[config.mk]
export PLATFORM = sky130hd
export DESIGN_NAME = imem_arbiter_flat
export DESIGN_NICKNAME = d
export VERILOG_FILES = /design/src/rtl/imem_arbiter_if.sv /design/src/rtl/imem_arbiter.sv /design/src/flat_wrapper.sv
export SDC_FILE = /design/constraint.sdc
export NUM_CORES = 1
export LEC_CHECK = 0
export BUFFER_PORTS_ARGS = -buffer_cell sky130_fd_sc_hd__buf_2
export CAP_MARGIN = 20
export CORE_MARGIN = 2
export CORE_UTILIZATION = 30
export CTS_CLUSTER_SIZE = 40
export DETAILED_ROUTE_END_ITERATION = 8
export PLACE_DENSITY_LB_ADDON = 0.2
export SYNTH_ARGS = -nofsm -noshare
export SYNTH_HDL_FRONTEND = slang
export SYNTH_SLANG_ARGS = --single-unit
[constraint.sdc]
create_clock -name clk -period 3.6 [get_ports clk]
set_clock_uncertainty 0.05 [all_clocks]
set_input_delay 0.54 -clock clk [delete_from_list [all_inputs] [get_ports clk]]
set_output_delay 0.54 -clock clk [all_outputs]
set_load 0.02 [all_outputs]
[src/rtl/imem_arbiter_if.sv]
// imem_arbiter_if
//   Groups the instruction-memory controller's bus signals into one bundle.
//   The fetch path, the program loader, the mode-control pulses, the status
//   outputs and the memory-array port are all carried here.
//   Ports (slave = controller side, master = fetch stage, loader and memory side):
//     fetch_req/fetch_addr            -> fetch request, byte address
//     fetch_gnt/valid/data/err        <- fetch grant and registered response
//     load_req/we/addr/wdata          -> loader request
//     load_gnt/valid/rdata/err        <- loader grant and registered response
//     prog_start/prog_done            -> enter / leave program-load mode
//     cpu_hold, stall_cnt             <- CPU freeze and denied-fetch count
//     mem_addr/we/wdata               <- memory-array access
//     mem_rdata                       -> combinational memory read data
interface imem_arbiter_if #(
  parameter int ADDR_W = 8
);
  logic              fetch_req;
  logic [31:0]       fetch_addr;
  logic              fetch_gnt;
  logic              fetch_valid;
  logic [31:0]       fetch_data;
  logic              fetch_err;

  logic              load_req;
  logic              load_we;
  logic [31:0]       load_addr;
  logic [31:0]       load_wdata;
  logic              load_gnt;
  logic              load_valid;
  logic [31:0]       load_rdata;
  logic              load_err;

  logic              prog_start;
  logic              prog_done;
  logic              cpu_hold;
  logic [15:0]       stall_cnt;

  logic [ADDR_W-1:0] mem_addr;
  logic              mem_we;
  logic [31:0]       mem_wdata;
  logic [31:0]       mem_rdata;

  modport slave (
    input  fetch_req, fetch_addr,
    output fetch_gnt, fetch_valid, fetch_data, fetch_err,
    input  load_req, load_we, load_addr, load_wdata,
    output load_gnt, load_valid, load_rdata, load_err,
    input  prog_start, prog_done,
    output cpu_hold, stall_cnt,
    output mem_addr, mem_we, mem_wdata,
    input  mem_rdata
  );

  modport master (
    output fetch_req, fetch_addr,
    input  fetch_gnt, fetch_valid, fetch_data, fetch_err,
    output load_req, load_we, load_addr, load_wdata,
    input  load_gnt, load_valid, load_rdata, load_err,
    output prog_start, prog_done,
    input  cpu_hold, stall_cnt,
    input  mem_addr, mem_we, mem_wdata,
    output mem_rdata
  );
endinterface

[src/rtl/imem_arbiter.sv]
// imem_arbiter
//   Single-port instruction-memory controller. It shares a 2^ADDR_W-word
//   memory between the CPU fetch path and a program loader. It performs one
//   access per cycle, returns read data registered one cycle later, and
//   rejects misaligned or out-of-range byte addresses. While a program is
//   loaded (BOOT/LOAD) only the loader is served and the CPU is held.
//   Ports:
//     clk    - system clock, rising edge
//     reset  - asynchronous, active-high reset
//     bus    - imem_arbiter_if.slave (fetch, loader, mode control, status,
//              memory-array port)
//   Parameters:
//     ADDR_W  - word-address width
//     STALL_W - width of the saturating stall counter (1..16); the
//               stall_cnt port is always 16 bits, zero-extended
module imem_arbiter #(
  parameter int ADDR_W  = 8,
  parameter int STALL_W = 16
) (
  input  logic           clk,
  input  logic           reset,
  imem_arbiter_if.slave  bus
);

  localparam logic [1:0] BOOT = 2'd0;
  localparam logic [1:0] RUN  = 2'd1;
  localparam logic [1:0] LOAD = 2'd2;

  localparam logic [STALL_W-1:0] STALL_MAX = '1;

  logic [1:0]         state_q;
  logic [1:0]         state_d;
  logic               rr_q;      // 0: fetch preferred, 1: loader preferred
  logic [STALL_W-1:0] stall_q;

  logic               run;
  logic               f_gnt;
  logic               l_gnt;
  logic               acc;
  logic [31:0]        acc_addr;
  logic               acc_ok;

  // A byte address is usable when word-aligned and inside the array.
  function automatic logic addr_ok(input logic [31:0] a);
    return (a[1:0] == 2'b00) && (a[31:ADDR_W+2] == '0);
  endfunction

  assign run          = (state_q == RUN);
  assign bus.cpu_hold = !run;

  // Grant: in RUN the round-robin pointer breaks ties; outside RUN only the
  // loader may use the memory.
  // NOTE: every always_comb output gets a default first so no path leaves it
  // unassigned, which would otherwise infer a latch.
  always_comb begin
    f_gnt = 1'b0;
    l_gnt = 1'b0;
    if (run) begin
      if (bus.fetch_req && bus.load_req) begin
        f_gnt = !rr_q;
        l_gnt = rr_q;
      end else begin
        f_gnt = bus.fetch_req;
        l_gnt = bus.load_req;
      end
    end else begin
      l_gnt = bus.load_req;
    end
  end

  assign bus.fetch_gnt = f_gnt;
  assign bus.load_gnt  = l_gnt;

  assign acc      = f_gnt || l_gnt;
  assign acc_addr = f_gnt ? bus.fetch_addr : bus.load_addr;
  assign acc_ok   = addr_ok(acc_addr);

  // A rejected access still consumes the grant but never reaches the array.
  // The write enable is also masked by reset so nothing commits while the
  // controller is being reset.
  assign bus.mem_addr  = (acc && acc_ok) ? acc_addr[ADDR_W+1:2] : '0;
  assign bus.mem_wdata = (acc && acc_ok) ? bus.load_wdata : '0;
  assign bus.mem_we    = l_gnt && bus.load_we && acc_ok && !reset;

  // Mode FSM. prog_done wins over prog_start outside RUN; prog_done in RUN
  // and prog_start outside RUN are ignored.
  always_comb begin
    state_d = state_q;
    case (state_q)
      BOOT, LOAD: if (bus.prog_done)  state_d = RUN;
      RUN:        if (bus.prog_start) state_d = LOAD;
      default:    state_d = BOOT;
    endcase
  end

  // NOTE: sequential state uses non-blocking assignments so every register
  // samples the pre-edge values, independent of statement order.
  always_ff @(posedge clk or posedge reset) begin
    if (reset) begin
      state_q         <= BOOT;
      rr_q            <= 1'b0;
      stall_q         <= '0;
      bus.fetch_valid <= 1'b0;
      bus.fetch_err   <= 1'b0;
      bus.fetch_data  <= '0;
      bus.load_valid  <= 1'b0;
      bus.load_err    <= 1'b0;
      bus.load_rdata  <= '0;
    end else begin
      state_q <= state_d;

      // Point at the side that lost (or did not ask); idle cycles keep rr.
      if (run && acc) rr_q <= f_gnt;

      bus.fetch_valid <= f_gnt;
      bus.fetch_err   <= f_gnt && !acc_ok;
      if (f_gnt) bus.fetch_data <= acc_ok ? bus.mem_rdata : '0;

      bus.load_valid <= l_gnt;
      bus.load_err   <= l_gnt && !acc_ok;
      if (l_gnt) bus.load_rdata <= (acc_ok && !bus.load_we) ? bus.mem_rdata : '0;

      if (run && bus.fetch_req && !f_gnt && (stall_q != STALL_MAX))
        stall_q <= stall_q + STALL_W'(1);
    end
  end

  assign bus.stall_cnt = 16'(stall_q);

endmodule

[src/flat_wrapper.sv]
// flat-port wrapper written by rule: the top's interface ports become plain ports
module imem_arbiter_flat 
#(
  parameter int ADDR_W  = 8,
  parameter int STALL_W = 16
)
  (clk, reset, bus_fetch_req, bus_fetch_addr, bus_fetch_gnt, bus_fetch_valid, bus_fetch_data, bus_fetch_err, bus_load_req, bus_load_we, bus_load_addr, bus_load_wdata, bus_load_gnt, bus_load_valid, bus_load_rdata, bus_load_err, bus_prog_start, bus_prog_done, bus_cpu_hold, bus_stall_cnt, bus_mem_addr, bus_mem_we, bus_mem_wdata, bus_mem_rdata);
  imem_arbiter_if #(.ADDR_W(ADDR_W)) bus_i ();
  input  logic clk;
  input  logic reset;
  input wire logic [$bits(bus_i.fetch_req)-1:0] bus_fetch_req;
  input wire logic [$bits(bus_i.fetch_addr)-1:0] bus_fetch_addr;
  output wire logic [$bits(bus_i.fetch_gnt)-1:0] bus_fetch_gnt;
  output wire logic [$bits(bus_i.fetch_valid)-1:0] bus_fetch_valid;
  output wire logic [$bits(bus_i.fetch_data)-1:0] bus_fetch_data;
  output wire logic [$bits(bus_i.fetch_err)-1:0] bus_fetch_err;
  input wire logic [$bits(bus_i.load_req)-1:0] bus_load_req;
  input wire logic [$bits(bus_i.load_we)-1:0] bus_load_we;
  input wire logic [$bits(bus_i.load_addr)-1:0] bus_load_addr;
  input wire logic [$bits(bus_i.load_wdata)-1:0] bus_load_wdata;
  output wire logic [$bits(bus_i.load_gnt)-1:0] bus_load_gnt;
  output wire logic [$bits(bus_i.load_valid)-1:0] bus_load_valid;
  output wire logic [$bits(bus_i.load_rdata)-1:0] bus_load_rdata;
  output wire logic [$bits(bus_i.load_err)-1:0] bus_load_err;
  input wire logic [$bits(bus_i.prog_start)-1:0] bus_prog_start;
  input wire logic [$bits(bus_i.prog_done)-1:0] bus_prog_done;
  output wire logic [$bits(bus_i.cpu_hold)-1:0] bus_cpu_hold;
  output wire logic [$bits(bus_i.stall_cnt)-1:0] bus_stall_cnt;
  output wire logic [$bits(bus_i.mem_addr)-1:0] bus_mem_addr;
  output wire logic [$bits(bus_i.mem_we)-1:0] bus_mem_we;
  output wire logic [$bits(bus_i.mem_wdata)-1:0] bus_mem_wdata;
  input wire logic [$bits(bus_i.mem_rdata)-1:0] bus_mem_rdata;
  assign bus_i.fetch_req = bus_fetch_req;
  assign bus_i.fetch_addr = bus_fetch_addr;
  assign bus_fetch_gnt = bus_i.fetch_gnt;
  assign bus_fetch_valid = bus_i.fetch_valid;
  assign bus_fetch_data = bus_i.fetch_data;
  assign bus_fetch_err = bus_i.fetch_err;
  assign bus_i.load_req = bus_load_req;
  assign bus_i.load_we = bus_load_we;
  assign bus_i.load_addr = bus_load_addr;
  assign bus_i.load_wdata = bus_load_wdata;
  assign bus_load_gnt = bus_i.load_gnt;
  assign bus_load_valid = bus_i.load_valid;
  assign bus_load_rdata = bus_i.load_rdata;
  assign bus_load_err = bus_i.load_err;
  assign bus_i.prog_start = bus_prog_start;
  assign bus_i.prog_done = bus_prog_done;
  assign bus_cpu_hold = bus_i.cpu_hold;
  assign bus_stall_cnt = bus_i.stall_cnt;
  assign bus_mem_addr = bus_i.mem_addr;
  assign bus_mem_we = bus_i.mem_we;
  assign bus_mem_wdata = bus_i.mem_wdata;
  assign bus_i.mem_rdata = bus_mem_rdata;
  imem_arbiter #(.ADDR_W(ADDR_W), .STALL_W(STALL_W)) u_core (.clk(clk), .reset(reset), .bus(bus_i));
endmodule
**Yosys cells after proc, flatten, opt, wreduce, memory -nomap -nowiden**

Cells that the tools add are included.

- Output and inout port bits: 128
- Bits in registers: 87

- Equality and inequality tests: 5
- $add $sub $neg: 1
- Reduce and logical (&&, ||, !) cells: 25
- Multiplexer cells: 12

Operator list:

| kind | count |
|---|---|
| $mux W32 | 4 |
| $logic_not A22 Y1 | 1 |
| $add A16 B1 Y16 const B | 1 |
| $ne A16 B16 Y1 const B | 1 |
| $logic_and A1 B1 Y1 | 13 |
| $mux W8 | 1 |
| $logic_not A1 Y1 | 6 |
| $logic_not A2 Y1 | 2 |
| $mux W1 | 4 |
| $mux W2 | 2 |
| $ne A2 B2 Y1 const B | 2 |
| $pmux W2 S2 | 1 |
| $eq A2 B1 Y1 const B | 1 |
| $eq A2 B2 Y1 const B | 1 |
| $reduce_and A2 Y1 | 1 |
| $reduce_or A2 Y1 | 1 |
| $logic_or A1 B1 Y1 | 1 |

**Logic depth before layout (Yosys ltp)**

- Depth in word-level cells: 8
- Mapped depth: 7

**Least setup slack after synthesis**

No wires, ideal clock.

- Path type: input to output
- From: input port bus_load_addr[24]
- To: output port bus_mem_we
- Stages on the path: 5
- Data required time: 3,010 ps
- Buffers on the path: 1
- Path slack: 1,066 ps
- Arrival time: 1,944 ps
- Cell sequence: nor4_1 -> nand4_1 -> or3_1 -> buf_6 -> nor4b_2

- Longest elaborated chain between the ends: 5

RTL lines:

| what | RTL line | RTL |
|---|---|---|
| start, declared | flat_wrapper.sv:19 | `input wire logic [$bits(bus_i.load_addr)-1:0] bus_load_addr;` |
| $mux W32 | imem_arbiter.sv:75 | `assign acc_addr = f_gnt ? bus.fetch_addr : bus.load_addr;` |
| $logic_not A22 Y1 | imem_arbiter.sv:45 | `return (a[1:0] == 2'b00) && (a[31:ADDR_W+2] == '0);` |
| $logic_and A1 B1 Y1 | imem_arbiter.sv:45 |  |
| $logic_and A1 B1 Y1 (2 in a row) | imem_arbiter.sv:83 | `assign bus.mem_we = l_gnt && bus.load_we && acc_ok && !reset;` |
| end, declared | flat_wrapper.sv:30 | `output wire logic [$bits(bus_i.mem_we)-1:0] bus_mem_we;` |

Every way passes these cells.

**Worst setup path in the final report**

- From: input port bus_fetch_addr[0]
- To: output port bus_mem_addr[1]

- Longest elaborated chain between the ends: 5

RTL lines:

| what | RTL line | RTL |
|---|---|---|
| start, declared | flat_wrapper.sv:12 | `input wire logic [$bits(bus_i.fetch_addr)-1:0] bus_fetch_addr;` |
| $mux W32 | imem_arbiter.sv:75 |  |
| $logic_not A2 Y1 | imem_arbiter.sv:45 |  |
| $logic_and A1 B1 Y1 | imem_arbiter.sv:45 |  |
| $logic_and A1 B1 Y1 | imem_arbiter.sv:81 | `assign bus.mem_addr = (acc && acc_ok) ? acc_addr[ADDR_W+1:2] : '0;` |
| $mux W8 | imem_arbiter.sv:81 |  |
| end, declared | flat_wrapper.sv:29 | `output wire logic [$bits(bus_i.mem_addr)-1:0] bus_mem_addr;` |

Every way passes these cells.

==> key figures <==
Yosys
  – Most frequent cell after synthesis: dfrtp_1
  – Top cells by area, synth: dfrtp_1 50%, a21oi_2 6.4%, a22o_1 6.4%, a31o_1 6.0%, and2_1 4.9%
  – Mapped Area: 4360 sq um
  – Top cell type by total area after synthesis: dfrtp_1
  – Synth Flop Type: dfrtp_1
  – Mean Syn Cell Area: 11.0 sq um
  – Yosys cell types: 38
  – Post-synth EDFFs: 0
  – Synth Instances: 397
  – Most frequent cells after synthesis: 87 x dfrtp_1, 49 x nand2_1, 34 x and2_1, 32 x a21oi_2, 32 x a22o_1
  – Sequential share of the synthesized area: 50.0%
  – Post-Syn Nets: 533
  – Flops & latches, synth: 87
  – Area share of the largest cell type after synthesis: 50.0%
  – Synth Warn #: 0
  – Async set-reset flop share out of synthesis: 100%

Final layout
  – Layout Cell Area excl Fill: 6150 sq um
  – Fraction of layout instances using a drive strength above 1: 52.7%
  – Synthesis-to-finish area growth: 41.1%
  – Fill cells: 1,418
  – Inserted Diodes: 0
  – # nets final: 787

Floorplan
  – Top-Level Pins: 263
  – Die height: 124 um
  – Chip width: 124 um
  – Core Rows: 44
  – Core area: 14,400 sq um
  – Starting Density: 30.3%
  – Die footprint: 15,500 sq um

CTS
  – Hold_buf cts: 0
  – CTS tree: done
  – Clock Latency Late Sink: 0.34 ns
  – Clock Tree Buf Depth: 2
  – Worst-path clk slew: 0.06 ns
  – Root buffer cell: clkbuf_16
  – Post-CTS sizing: 0
  – H-tree depth: 3
  – Post-CTS Setup Repair Bufs: 0
  – Total CTS buffers: 9
  – Sinks on Clock Net: 87

Min path
  – Hold crit path type: in2async

Global route
  – Initial antenna violation count: 0
  – Vias in the first global route: 4,235
  – Global-route usage over all layers: 18.7%
  – First-pass GRT wire length: 23,100 um
  – GRT overflow: 0
  – Largest net degree at the start of global routing: 48

Setup path
  – CP cell instances: buf_2 -> nor4_1 -> nand4_1 -> or3_2 -> buf_4 -> a22oi_2 -> buf_2
  – Worst reg2reg path depth: 6
  – FF-to-FF Start: u_core.bus.stall_cnt[0]$_DFFE_PP0P_
  – Critical Path RT: 3.01 ns
  – Worst reg2reg endpoint: u_core.bus.stall_cnt[1]$_DFFE_PP0P_
  – Setup slack, reg-to-reg: 1.41 ns
  – Most used cell, CP: buf_2
  – Critical Path End Type: output port
  – Worst-path maximum fanout: 17
  – Startpoint Class: primary input
  – Worst Path Arrival: 2.53 ns
  – Critical path type: in2out
  – Critical Path Max Stage Delay: 0.70 ns
  – Slowest-stage cell, CP: or3_2

STA
  – Fmax: 0.321 GHz
  – Endpoints failing hold: 0
  – Hold WS: 0.321 ns
  – Total negative slack: 0 ns
  – Max_slew headroom: 41.8%
  – Fin crit period: 3.12 ns
  – Max Slew Vio Count: 0
  – Endpoints failing setup: 0
  – Fin crit share: 86.6%
  – RSZ-0062 raised after global routing: false
  – Worst Max-Slew Pin Slew: 0.871 ns

Route
  – Routed Antenna Nets: 0
  – WL per Instance: 17.4 um
  – Met1 WL: 5750 um
  – Initial DRC count: 184
  – Highest routed metal layer: met4
  – Post-Route WL: 14,600 um
  – Met2 wire len: 7490 um
  – DR vias/cell: 5.00
  – Drt first pass iters: 4
  – Met3 routed WL: 947 um
  – Residual DRC count: 0
  – Vias: 4,201

Pwr
  – Pwr Density: 386 nW/um^2
  – Leak Pwr: 3.36 nW
  – Peak VDD IR: 0.217 mV

Placement
  – I/O Buffers: 262
  – Placed Instance Area: 5840 sq um
  – GPL Wtd Cong: 0.917
  – Detailed Place HPWL: 11,000 um

Status
  – Status: finished clean

Job
  – Max_cap viols: 0
## registers in the layout (all words and copies together), names as in the netlist
signal / count
u_core.bus.fetch_err: 1
u_core.bus.load_err: 1
u_core.state_q: 2
u_core.rr_q: 1
u_core.bus.load_rdata: 32
u_core.bus.fetch_valid: 1
u_core.bus.stall_cnt: 16
u_core.bus.fetch_data: 32
u_core.bus.load_valid: 1
## final cells by class
type	count	area [sq um]	share of cell area [%]
multi-input cells	272	1970	32.0
clock buffers	12	256	4.17
clock inverters	4	52.6	0.855
flip-flops and latches	87	2180	35.4
inverters	5	20.0	0.326
well taps	184	230	3.75
repair buffers	276	1440	23.4
## per-stage QoR
stage	std cells	util, %	power [mW]	worst slack, ns
after floorplan	397	-	1.25	0.760
after global placement	824	40.6	1.43	0.479
after detailed placement	824	40.6	1.44	0.479
after CTS	840	42.8	2.41	0.479
after global routing	840	42.8	2.49	0.295
final	840	42.8	2.37	0.481
## layout by cell type (no fill, tap or decap), types with 3 or more instances in the layout
| master | synthesis | layout |
|---|---|---|
| nand3_1 | 12 | 12 |
| nand2_1 | 49 | 49 |
| and2_1 | 34 | 34 |
| nor4_2 | 3 | 3 |
| nand2b_1 | 3 | 3 |
| dfrtp_1 | 87 | 87 |
| nand4_1 | 7 | 7 |
| xor2_1 | 15 | 15 |
| a22o_1 | 32 | 32 |
| nor2_1 | 4 | 4 |
| a22oi_2 | 8 | 8 |
| buf_2 | 9 | 262 |
| nor4_1 | 15 | 15 |
| buf_4 | 0 | 12 |
| a21oi_2 | 32 | 32 |
| clkbuf_16 | 0 | 9 |
| nor3_1 | 5 | 5 |
| a31o_1 | 30 | 30 |
## how the worst max path moves through the flow
stage | from | to | slack [ns] | depth (start not counted)
6_report | bus_fetch_addr[0] | bus_mem_addr[1] | 0.48 | 7
5_1_grt | bus_fetch_addr[27] | bus_mem_wdata[28] | 0.29 | 7
4_1_cts | bus_fetch_addr[0] | bus_mem_addr[4] | 0.48 | 7
3_5_place_dp | bus_fetch_addr[0] | bus_mem_addr[4] | 0.48 | 7
3_3_place_gp | bus_fetch_addr[27] | bus_mem_addr[6] | 0.48 | 7
2_1_floorplan | reset | u_core.bus.fetch_data[0]$_DFFE_PP0N_ | 0.76 | 1
## metal layers
layer	vias up	global-route usage [%]
met3	23	4.68
met4	0	7.87
met1	2054	21.9
met5	-	0
li1	1944	-
met2	180	32.6
## cells by family after synthesis
| family | count (synthesis) | share of synthesized area, % |
|---|---|---|
| AOI/OAI and AO/OA | 108 | 22.2 |
| xor gates and xnor gates | 15 | 3.02 |
| adders and majority gates | 1 | 0.287 |
| buffers and inverters | 38 | 5.08 |
| DFF | 87 | 50.0 |
| muxes | 1 | 0.259 |
| and+or+nand+nor | 147 | 19.2 |
## power breakdown
group	internal, mW	total, mW	switching (mW)
sequential	1.01	1.04	0.0335
combinational	0.132	0.367	0.234
clock	0.578	0.959	0.381
total	1.72	2.37	0.649
## critical path, delay by kind of cell
family | cells | cell delay (ns)
buffers and inverters | 3 | 0.58
AO/OA/AOI/OAI | 1 | 0.18
AND/OR/NAND/NOR | 3 | 1.22
Note: power is estimated with default switching activity, not from simulation.
